==> src/rtl/bgpu_pkg.sv <==
// Shared types for the warp-level issue path.
// Latency: none (types only).
// Backpressure: n/a.
package bgpu_pkg;

  // Dispatch handshake state of the wait buffer.
  typedef enum logic [0:0] {
    WB_IDLE  = 1'b0,
    WB_OFFER = 1'b1
  } wait_buffer_state_e;

endpackage

==> src/rtl/wait_buffer_age_matrix.sv <==
// Age matrix over the wait-buffer slots: records relative insertion order and picks the oldest requester.
// Latency: order update takes effect the cycle after an insert; oldest-selection is combinational.
// Backpressure: none; the owner decides when an insert happens.
module wait_buffer_age_matrix #(
  parameter int unsigned Size     = 4,
  parameter int unsigned IdxWidth = $clog2(Size)
) (
  input  logic                clk_i,
  input  logic                rst_i,
  input  logic                insert_i,
  input  logic [IdxWidth-1:0] insert_idx_i,
  input  logic [Size-1:0]     valid_i,
  input  logic [Size-1:0]     req_i,
  output logic [Size-1:0]     oldest_oh_o,
  output logic [IdxWidth-1:0] oldest_idx_o
);

  // older_q[i][j] = 1 means slot i was filled before slot j.
  logic [Size-1:0][Size-1:0] older_q;

  // A new entry is younger than every currently valid entry and older than nothing.
  always_ff @(posedge clk_i) begin
    if (rst_i) begin
      older_q <= '0;
    end else if (insert_i) begin
      for (int j = 0; j < Size; j++) begin
        older_q[j][insert_idx_i] <= valid_i[j];
      end
      for (int j = 0; j < Size; j++) begin
        older_q[insert_idx_i][j] <= 1'b0;
      end
    end
  end

  // A requester wins when no other requester is older than it.
  always_comb begin
    logic blocked;
    blocked     = 1'b0;
    oldest_oh_o = '0;
    for (int i = 0; i < Size; i++) begin
      blocked = 1'b0;
      for (int j = 0; j < Size; j++) begin
        if (j != i && req_i[j] && older_q[j][i]) begin
          blocked = 1'b1;
        end
      end
      oldest_oh_o[i] = req_i[i] && !blocked;
    end
  end

  // Encode the one-hot winner into a slot index.
  always_comb begin
    oldest_idx_o = '0;
    for (int i = 0; i < Size; i++) begin
      if (oldest_oh_o[i]) begin
        oldest_idx_o = IdxWidth'(i);
      end
    end
  end

endmodule

==> src/rtl/wait_buffer.sv <==
// Per-warp out-of-order wait buffer: holds decoded instructions until their operands are woken, dispatches oldest ready first.
// Latency: ready insert -> dispatch_valid_o two cycles later; wakeup -> dispatch_valid_o two cycles later when idle.
// Backpressure: offered instruction is frozen while dispatch_ready_i is low; inserts are dropped when no slot is free.
module wait_buffer #(
  parameter int unsigned NumTags         = 8,
  parameter int unsigned TagWidth        = $clog2(NumTags),
  parameter int unsigned OperandsPerInst = 2,
  parameter int unsigned WaitBufferSize  = 4,
  parameter int unsigned InstWidth       = 32
) (
  input  logic                                     clk_i,
  input  logic                                     rst_i,
  output logic                                     space_available_o,
  output logic                                     empty_o,
  input  logic                                     insert_i,
  input  logic [TagWidth-1:0]                      tag_i,
  input  logic [InstWidth-1:0]                     inst_i,
  input  logic [OperandsPerInst-1:0]               operands_ready_i,
  input  logic [OperandsPerInst-1:0][TagWidth-1:0] operands_tag_i,
  input  logic                                     eu_valid_i,
  input  logic [TagWidth-1:0]                      eu_tag_i,
  output logic                                     dispatch_valid_o,
  input  logic                                     dispatch_ready_i,
  output logic [TagWidth-1:0]                      dispatch_tag_o,
  output logic [InstWidth-1:0]                     dispatch_inst_o
);

  import bgpu_pkg::*;

  localparam int unsigned IdxWidth = $clog2(WaitBufferSize);

  typedef logic [TagWidth-1:0]  tag_t;
  typedef logic [InstWidth-1:0] inst_t;

  typedef struct packed {
    logic                                     valid;
    tag_t                                     tag;
    inst_t                                    inst;
    logic [OperandsPerInst-1:0]               op_ready;
    logic [OperandsPerInst-1:0][TagWidth-1:0] op_tag;
  } entry_t;

  entry_t                    entries_q [WaitBufferSize];
  entry_t                    ins_entry;
  wait_buffer_state_e        state_q;
  logic [IdxWidth-1:0]       sel_q;
  logic [WaitBufferSize-1:0] valid_vec;
  logic [WaitBufferSize-1:0] cand_vec;
  logic [WaitBufferSize-1:0] req_vec;
  logic [WaitBufferSize-1:0] oldest_oh;
  logic [IdxWidth-1:0]       oldest_idx;
  logic [IdxWidth-1:0]       free_idx;
  logic                      oldest_valid;
  logic                      insert_fire;
  logic                      handshake;

  // Occupancy and readiness seen from registered state only.
  always_comb begin
    valid_vec = '0;
    cand_vec  = '0;
    for (int i = 0; i < WaitBufferSize; i++) begin
      valid_vec[i] = entries_q[i].valid;
      cand_vec[i]  = entries_q[i].valid && (&entries_q[i].op_ready);
    end
  end

  // Lowest-index free slot; scanning downward lets the lowest one win.
  always_comb begin
    free_idx = '0;
    for (int i = WaitBufferSize - 1; i >= 0; i--) begin
      if (!valid_vec[i]) begin
        free_idx = IdxWidth'(i);
      end
    end
  end

  assign space_available_o = !(&valid_vec);
  assign empty_o           = !(|valid_vec);
  assign insert_fire       = insert_i && space_available_o;
  assign handshake         = (state_q == WB_OFFER) && dispatch_ready_i;

  // The entry being offered is excluded so a handshake can chain straight to the next candidate.
  always_comb begin
    req_vec = cand_vec;
    if (state_q == WB_OFFER) begin
      req_vec[sel_q] = 1'b0;
    end
  end

  wait_buffer_age_matrix #(
    .Size     (WaitBufferSize),
    .IdxWidth (IdxWidth)
  ) i_age_matrix (
    .clk_i        (clk_i),
    .rst_i        (rst_i),
    .insert_i     (insert_fire),
    .insert_idx_i (free_idx),
    .valid_i      (valid_vec),
    .req_i        (req_vec),
    .oldest_oh_o  (oldest_oh),
    .oldest_idx_o (oldest_idx)
  );

  assign oldest_valid = |oldest_oh;

  // New entry image; a writeback in the same cycle already counts as ready.
  always_comb begin
    ins_entry       = '0;
    ins_entry.valid = 1'b1;
    ins_entry.tag   = tag_i;
    ins_entry.inst  = inst_i;
    ins_entry.op_tag = operands_tag_i;
    for (int o = 0; o < OperandsPerInst; o++) begin
      ins_entry.op_ready[o] = operands_ready_i[o] ||
                              (eu_valid_i && (eu_tag_i == operands_tag_i[o]));
    end
  end

  // Entry array: wakeup snooping, freeing on handshake, filling on insert.
  always_ff @(posedge clk_i) begin
    if (rst_i) begin
      for (int i = 0; i < WaitBufferSize; i++) begin
        entries_q[i].valid <= 1'b0;
      end
    end else begin
      for (int i = 0; i < WaitBufferSize; i++) begin
        if (eu_valid_i) begin
          for (int o = 0; o < OperandsPerInst; o++) begin
            if (entries_q[i].op_tag[o] == eu_tag_i) begin
              entries_q[i].op_ready[o] <= 1'b1;
            end
          end
        end
        if (handshake && (sel_q == IdxWidth'(i))) begin
          entries_q[i].valid <= 1'b0;
        end
        if (insert_fire && (free_idx == IdxWidth'(i))) begin
          entries_q[i] <= ins_entry;
        end
      end
    end
  end

  // Dispatch handshake: latch the oldest candidate, hold it until accepted.
  always_ff @(posedge clk_i) begin
    if (rst_i) begin
      state_q <= WB_IDLE;
      sel_q   <= '0;
    end else begin
      case (state_q)
        WB_IDLE: begin
          if (oldest_valid) begin
            sel_q   <= oldest_idx;
            state_q <= WB_OFFER;
          end
        end
        WB_OFFER: begin
          if (dispatch_ready_i) begin
            if (oldest_valid) begin
              sel_q <= oldest_idx;
            end else begin
              state_q <= WB_IDLE;
            end
          end
        end
        default: begin
          state_q <= WB_IDLE;
        end
      endcase
    end
  end

  // Outputs come from the state register and the selected entry; zero when nothing is offered.
  always_comb begin
    dispatch_valid_o = (state_q == WB_OFFER);
    dispatch_tag_o   = '0;
    dispatch_inst_o  = '0;
    if (dispatch_valid_o) begin
      dispatch_tag_o  = entries_q[sel_q].tag;
      dispatch_inst_o = entries_q[sel_q].inst;
    end
  end

  // Flag inserts attempted with no free slot; such a request is dropped.
  always_ff @(posedge clk_i) begin
    if (!rst_i && insert_i) begin
      assert (space_available_o) else $warning("wait_buffer: insert while full ignored");
    end
  end

endmodule

==> config.mk <==
export PLATFORM = sky130hd
export DESIGN_NAME = wait_buffer
export DESIGN_NICKNAME = d
export VERILOG_FILES = /design/src/rtl/bgpu_pkg.sv /design/src/rtl/wait_buffer_age_matrix.sv /design/src/rtl/wait_buffer.sv
export SDC_FILE = /design/constraint.sdc
export NUM_CORES = 1
export LEC_CHECK = 0
export ABC_AREA = 1
export CORE_MARGIN = 2
export CORE_UTILIZATION = 28
export CTS_CLUSTER_DIAMETER = 60
export CTS_CLUSTER_SIZE = 30
export DETAILED_ROUTE_END_ITERATION = 8
export SLEW_MARGIN = 20
export SYNTH_ARGS = -nofsm -noshare
export SYNTH_HDL_FRONTEND = slang
export SYNTH_HIERARCHICAL = 1
export SYNTH_SLANG_ARGS = --single-unit
==> constraint.sdc <==
create_clock -name clk_i -period 2.5 [get_ports clk_i]
set_input_delay 0.5 -clock clk_i [delete_from_list [all_inputs] [get_ports clk_i]]
set_output_delay 0.5 -clock clk_i [all_outputs]
set_load 0.005 [all_outputs]
Yosys cells after proc, flatten, opt, wreduce, memory -nomap -nowiden --
Memory sizes are Yosys's and may differ from the RTL's. A register that Yosys moved wholly into a read port is not among the register bits. Index checks and enable logic that the tools add are counted.
Operators by class: $lt $le $gt $ge 4, equal/unequal tests 17, muxes and demuxes 120, bitwise logic cells 27, reduce and logical (&&, ||, !) cells 51
Operator list (count):
- 1-bit two-way mux | 92
- 16-bit AND | 4
- 16-bit NOT | 4
- 1-bit logical AND | 34
- 4-bit demux with 2-bit select | 4
- 32-bit two-way mux | 1
- 3-bit == test | 10
- 2-bit two-way mux | 11
- 4-bit bitwise mux | 4
- 1-bit bitwise OR | 16
- 2-bit == test (second input constant) | 4
- 4-bit two-way mux | 2
- 2-bit AND reduction | 4
- 4-bit OR reduction | 2
- 1-bit zero test | 6
- 2-bit by 3-bit less-than comparator with 1-bit output (second input constant) | 2
- 3-bit two-way mux | 2
- 4-bit AND | 1
- 1-bit demux with 2-bit select | 2
- 2-bit by 1-bit == test with 1-bit output (second input constant) | 2
- 2-bit by 1-bit greater-or-equal comparator with 1-bit output (second input constant) | 2
- 2-bit zero test | 2
- 4-bit NOT | 1
- 2-bit case mux with 2 select lines | 1
- 5 further kinds | 6
Word-level totals: flip-flop bits (word level) 19, bits in writable memories 176, input bits 51, word-level logic and storage cells 226, memories kept 1
Memories:
- entries_q | words 4, width 44, read ports 5, clocked after memory_dff 1, write ports 4, RTL line wait_buffer.sv:43 | entry_t entries_q [WaitBufferSize];

Logic depth before layout (Yosys ltp) --
depth in word-level cells 21, mapped depth 15, mapped depth without buffers 15

Hierarchy --
The synthesis kept the hierarchy.
By module, submodules not included:
- wait_buffer | times used 1, cells each 634, area an instance 7465.9 um^2, seq. area each 5385.2 um^2
- wait_buffer_age_matrix | times used 1, cells each 107, area an instance 666.9 um^2, seq. area each 240.2 um^2

Least setup slack after synthesis --
No wires, ideal clock.
path type reg2reg, from memory entries_q[1][43] in the netlist's numbering, to memory entries_q[0][0] in the netlist's numbering (enable), data arrival time 2100 ps, slack -9 ps, stages on the path, launching flop included 6, cells stage by stage edfxtp_1 nand2_2 nor2_2 nor2_4 nand2_1 nor2_2
RTL lines (RTL line):
- start, declared | wait_buffer.sv:43

==> run_results.csv <==
group,metric,value,unit
status,status,"complete, but fails checks",
status,failed_checks,"negative setup slack",
routing,firstDrtPassIters,4,
routing,drc_errors,0,
placed_design,post-place-ws,0.1975,ns
layout,fin_nets,900,
hold_path,hold_start,"i_age_matrix/older_q[14]",
flow_run,drv_cap,0,
clock_tree,cts_made_buffers,17,
layout,n_antenna_cell,0,
routing,drt-vias-per-instance,4.425,
yosys,synth-main-ff-cell,"edfxtp_1",
global_route,grt_pass1_vias,5697,
layout,design_area,10390,µm²
floorplanning,die_h,174.4,µm
floorplanning,die_x,174.4,µm
timing,rsz0062_at_grt,"yes",
timing,skew,0.02342,ns
clock_tree,root_buffer,"clkbuf_16",
placed_design,placed_area,9612,µm²
yosys,synth.avg_cell_area,10.98,µm²
layout,final_util,36.28,%
worst_setup_path,end_kind,"primary output",
placed_design,gp_congestion,0.7827,
yosys,ys_seq_area_share,69.17,%
global_route,antenna_found_initial,0,
clock_tree,insertion_delay,0.44,ns
global_route,grt_pass1_wl,30020,µm
clock_tree,h-tree-depth,4,
worst_setup_path,arrival,2.08,ns
placed_design,post-place-cells,1207,
global_route,grtUsageTotal,12.69,%
routing,dr_total_vias,5513,
timing,final.period_utilization,103.1,%
pwr,powerDensity,689.8,nW/µm²
routing,avgRoutedWirePerCell,14.96,µm
pwr,cellLeakagePower,0.003943,µW
yosys,synth_seq_cells,193,
floorplanning,start_util,28.41,%
floorplanning,rows,62,
timing,layout_min_cycle_time,2.577,ns
clock_tree,cts_tree,"done",
timing,report.final.slew_viol_count,0,
worst_setup_path,criticalPathCategory,"reg2out",
yosys,syn_nets,792,
timing,finalHoldViolations,0,
hold_path,hp-class,"reg2reg",
timing,holdWs,0.4711,ns
timing,setup_viol,12,
floorplanning,num_io_pins,89,
yosys,syn-cell-area,8133,µm²
floorplanning,core_area,28630,µm²
placed_design,io_buffers,88,
placed_design,dp_hpwl,11790,µm
timing,worstMarginPinSlew,0.4323,ns
timing,slew_headroom,71.05,%
clock_tree,clkTransAtPathRegs,0.08,ns
yosys,synth-edff-count,176,
floorplanning,die_area,30430,µm²
worst_setup_path,worstSetupStartpointType,"register",
routing,ant_nets,0,
layout,syn_to_final_growth,27.69,%
routing,totalWireLength,18640,µm
worst_setup_path,worst_ep_required_time,2.00,ns
timing,layout_setup_ws,-0.07750,ns
worst_setup_path,cp_max_fo,32,
layout,layout-drive-gt1-share,11.02,%
timing,max_freq,388.0,MHz
worst_setup_path,reg2reg_from,"entries_q[0][43]",
yosys,yosys_warnings,6,
global_route,grt.overflow.total,0,
global_route,grt_max_degree,45,
clock_tree,cts.sinks,193,
routing,drt_iter0_markers,361,
clock_tree,clockBufferDepth,2,
pwr,ir_worst_vdd,0.3221,mV
yosys,syn-instance-count,741,
yosys,async_flop_share,0,%
layout,final_cells,1246,
yosys,synthDistinctLibCells,30,
[worst max-delay path, cell delays in order, from the launching register on]
cell,delay (ns)
dfxtp_4,0.41
inv_2,0.16
buf_12,0.19
o21ai_0,0.12
a21oi_1,0.22
clkdlybuf4s50_1,0.54
[path summary, 6_finish.rpt]
kind / slack, ns / depth (start not counted) / endpoint
worst max-delay path: -0.08 / 5 / dispatch_inst_o[13]
worst min register to register: 0.47 / 2 / i_age_matrix/older_q[14]
worst max register to register: 0.48 / 12 / sel_q[0]
worst min-delay path: 0.47 / 2 / i_age_matrix/older_q[14]
[timing repair]
action,in CTS,in global routing
hold buffers,0,0
pin swaps,3,3
resized for setup,12,18
cloned,1,0
setup buffers,0,6
setup endpoints to repair,35,34
[registers in the layout, indices dropped and copies added (netlist names), named ones only]
register              flops
sel_q                     2
i_age_matrix/older_q     12
dispatch_valid_o          1
entries_q               176
[final cells by class]
type                            count  area, µm²
Sequential cell                   193       5630
Clock inverter                     15      197.7
Inverter                           51      196.4
Tap cell                          384      480.5
Timing Repair Buffer              120       1310
Clock buffer                       17      425.4
Multi-Input combinational cell    466       2145
Fill cell                        2781      18240
[cells in the mapped netlist, types with 4 or more instances]
cell	n	area, µm²
dfxtp_1	17	340.3
xnor2_1	8	70.07
edfxtp_1	176	5285
nand2_1	102	382.9
o21ai_1	14	70.07
nand4_1	12	75.07
nor2_1	166	623.1
nand3_1	17	85.08
nor2_2	4	25.02
a21oi_1	56	280.3
inv_1	43	161.4
o21ai_0	66	330.3
buf_4	4	30.03
clkbuf_2	7	35.03
clkbuf_1	6	22.52
inv_2	8	30.03
buf_2	11	55.05
[through the flow]
stage / setup TNS [ns] / total power [µW]
2_1_floorplan: 0 / 4069
3_3_place_gp: 0 / 4397
3_5_place_dp: 0 / 4407
4_1_cts: -1.349 / 7232
5_1_grt: -2.773 / 7433
6_report: -0.3744 / 7164
[cell usage in the layout (no fill, tap or decap), types with 2 or more instances in the layout]
master	instances
a21oi_1	56
a21oi_2	2
buf_12	10
buf_4	19
clkbuf_16	17
clkdlybuf4s50_1	72
clkinv_8	5
dfxtp_1	15
dlygate4sd2_1	2
dlymetal6s2s_1	14
edfxtp_1	176
inv_1	42
inv_12	3
inv_2	8
inv_6	4
inv_8	3
nand2_1	102
nand2_2	3
nand3_1	17
nand4_1	12
nor2_1	166
nor2_2	3
nor2_4	4
o21ai_0	66
o21ai_1	14
or2_2	3
xnor2_1	8
xor2_1	3
[per-layer routing]
metal	routed length, µm	track usage [%]	vias to the layer above	part of all wire [%]
li1	-	-	2745	-
met1	8715	16.23	2661	47
met2	9177	21.92	95	49
met3	583	2.559	12	3.1
met4	160	3.326	0	0.86
met5	0	0	-	0
[power breakdown]
| part | leakage [µW] | total [µW] | switching [µW] | internal [µW] |
|---|---|---|---|---|
| Clock | 0.000298 | 2810 | 1430 | 1390 |
| Combinational | 0.00190 | 705 | 402 | 303 |
| Sequential | 0.00175 | 3650 | 43.0 | 3600 |
[kinds of logic after synthesis]
logic type / count (synthesis) / synth area share [%]
AOI/OAI and AO/OA: 140 / 8.800
xor gates and xnor gates: 11 / 1.185
buffers and inverters: 82 / 4.523
and+or+nand+nor: 315 / 16.32
DFF: 193 / 69.17
Power figures use the tool's default switching activity.
==> RTL change (same settings) <==
The parameter `NumTags` goes from 8 to 4.
--- a/src/rtl/wait_buffer.sv
+++ b/src/rtl/wait_buffer.sv
@@ -2,7 +2,7 @@
 // Latency: ready insert -> dispatch_valid_o two cycles later; wakeup -> dispatch_valid_o two cycles later when idle.
 // Backpressure: offered instruction is frozen while dispatch_ready_i is low; inserts are dropped when no slot is free.
 module wait_buffer #(
-  parameter int unsigned NumTags         = 8,
+  parameter int unsigned NumTags         = 4,
   parameter int unsigned TagWidth        = $clog2(NumTags),
   parameter int unsigned OperandsPerInst = 2,
   parameter int unsigned WaitBufferSize  = 4,
Ports: changed (resized dispatch_tag_o, eu_tag_i, operands_tag_i and tag_i); port bits go from 89 to 84. The function was not compared with the original's and may differ.
==> RTL change against the unedited design <==
- the run still ends with setup timing left
- critical path depth grew 2
- clock skew decreased by 0.015 ns
- setup slack improved by 0.026 ns
- design area decreased by 6.4%
- count of clock-buffer cells in the layout is the same
- via count down 3.1%
- synthesized area fell by 6.1%
- synthesized cell count is 4.6% lower
- power down 3.3%
- global-route usage up 0.15 points
- routed wire length is 3.6% lower
- sequential cell count decreased by 12
==> RTL change: results (changes against the unedited design) <==
----------------------------------------------------
[Status]
  Status ... finished, violations left
  Violated checks ... setup timing

[Power and ir drop]
  Leakage dissipation ... 3.69 nW (-6.5%)
  Worst VDD drop ... 0.000355 V (+10%)

[Setup path]
  Largest stage delay on the critical path ... 0.52 ns (-0.02 ns)
  Slack of the worst reg-to-reg path ... 0.45 ns (-0.03 ns)
  Critical Path Sink ... dispatch_inst_o[0]
  Largest fanout on the critical path ... 13 (-59%)

[Global routing]
  Wire length of the first global-routing pass ... 28.3 mm (-5.7%)
  Global Route met3 Usage ... 2.99% (+0.43 points)
  Routing usage on met2 ... 20.7% (-1.2 points)

[Logic synthesis]
  Most area-consuming cells after synthesis ... sky130_fd_sc_hd__edfxtp_1 (64%), sky130_fd_sc_hd__nor2_1 (8.2%), sky130_fd_sc_hd__nand2_1 (5.4%)
  Synthesized Nets ... 754 (-4.8%)
  Most frequent cells after synthesis ... sky130_fd_sc_hd__nor2_1 (167), sky130_fd_sc_hd__edfxtp_1 (164), sky130_fd_sc_hd__nand2_1 (110)

[CTS]
  Clock Pin Slew Worst Setup and Hold Paths ... 0.06 ns (-0.02 ns)

[Detailed routing]
  Number of iterations in the first detailed-routing pass ... 5 (+1)
  DRC marker count from the first detailed-route iteration ... 469 (+30%)
  Routed metal-1 wirelength ... 8.31 mm (-4.7%)
  Routed met3 length ... 802 µm (+38%)

[Placement]
  Global placement routability congestion ... 0.855 (+9.3%)
  Instance area at placement ... 8990 µm² (-6.5%)

[STA]
  Setup violation total in the final timing report ... 1 (-11)
  Smallest setup slack after layout ... -0.0516 ns (+0.0259 ns)
  Min Hold Slack ... 0.467 ns (-0.00451 ns)

[Finish]
  Layout cells sized above 1 ... 11.3% (+0.29 points)
  Final nets ... 857 (-4.8%)

----------------------------------------------------
==> RTL change: cell types whose count changed in the layout (fill, tap and decap cells not counted), sizes merged, moves of 5 or more <==
cell | unedited run | this run
edfxtp | 176 | 164
o21ai | 80 | 74
nand2 | 106 | 113
dlygate4sd2 | 2 | 14
a21oi | 58 | 48
nand3 | 19 | 24
clkdlybuf4s50 | 72 | 58
xnor2 | 8 | 1
inv | 60 | 47
==> RTL change: cells by family after synthesis <==
family / count (synthesis)
and+or+nand+nor: 324
xor gates and xnor gates: 1
DFF: 181
buffers and inverters: 74
AOI/OAI and AO/OA: 127
==> RTL change: timing repair <==
action | CTS | global route
pin swaps | 10 | 7
buffers inserted | 1 | 4
resized for setup | 34 | 15
gates cloned | 0 | 1
endpoints found under the setup margin | 35 | 22
==> RTL change: report_power, final <==
group,switching (mW),total [mW],internal [mW]
logic,0.482,0.828,0.345
registers,0.0497,3.43,3.39
clock network,1.18,2.66,1.48
==> RTL change: cell type report <==
cell class,instances,area [µm²]
Inverter,42,178
Clock inverter,14,151
Fill cell,2643,17200
Sequential cell,181,5270
Tap cell,341,427
Multi-Input combinational cell,452,2020
Timing Repair Buffer,116,1240
Clock buffer,17,425
==> RTL change: stage by stage <==
step | instances | worst slack [ns] | TNS [ns]
after global routing | 1163 | -0.173 | -1.11
final | 1163 | -0.0516 | -0.0516
after detailed placement | 1126 | 0.199 | 0
after floorplan | 707 | 0.0417 | 0
after CTS | 1158 | -0.0769 | -0.700
after global placement | 1126 | 0.211 | 0
==> RTL change: worst reg2reg max path, cell delays in order, from the launching register on <==
cell	delay, ns
sky130_fd_sc_hd__edfxtp_1	0.59
sky130_fd_sc_hd__nand3_1	0.16
sky130_fd_sc_hd__a21oi_1	0.36
sky130_fd_sc_hd__nand2_1	0.09
sky130_fd_sc_hd__nand2_1	0.07
sky130_fd_sc_hd__inv_1	0.04
sky130_fd_sc_hd__nand2_1	0.10
sky130_fd_sc_hd__inv_1	0.05
sky130_fd_sc_hd__nor2_1	0.08
sky130_fd_sc_hd__nand2_1	0.12
sky130_fd_sc_hd__nand3b_1	0.11
sky130_fd_sc_hd__nand2_1	0.05
sky130_fd_sc_hd__nor2_1	0.14
==> RTL change: how the worst min path moves through the flow <==
stage                                         end  depth (start not counted)
after floorplan           i_age_matrix/older_q[1]                          2
after CTS                 i_age_matrix/older_q[1]                          2
final                     i_age_matrix/older_q[1]                          2
after global placement    i_age_matrix/older_q[4]                          2
after global routing      i_age_matrix/older_q[4]                          2
after detailed placement  i_age_matrix/older_q[1]                          2
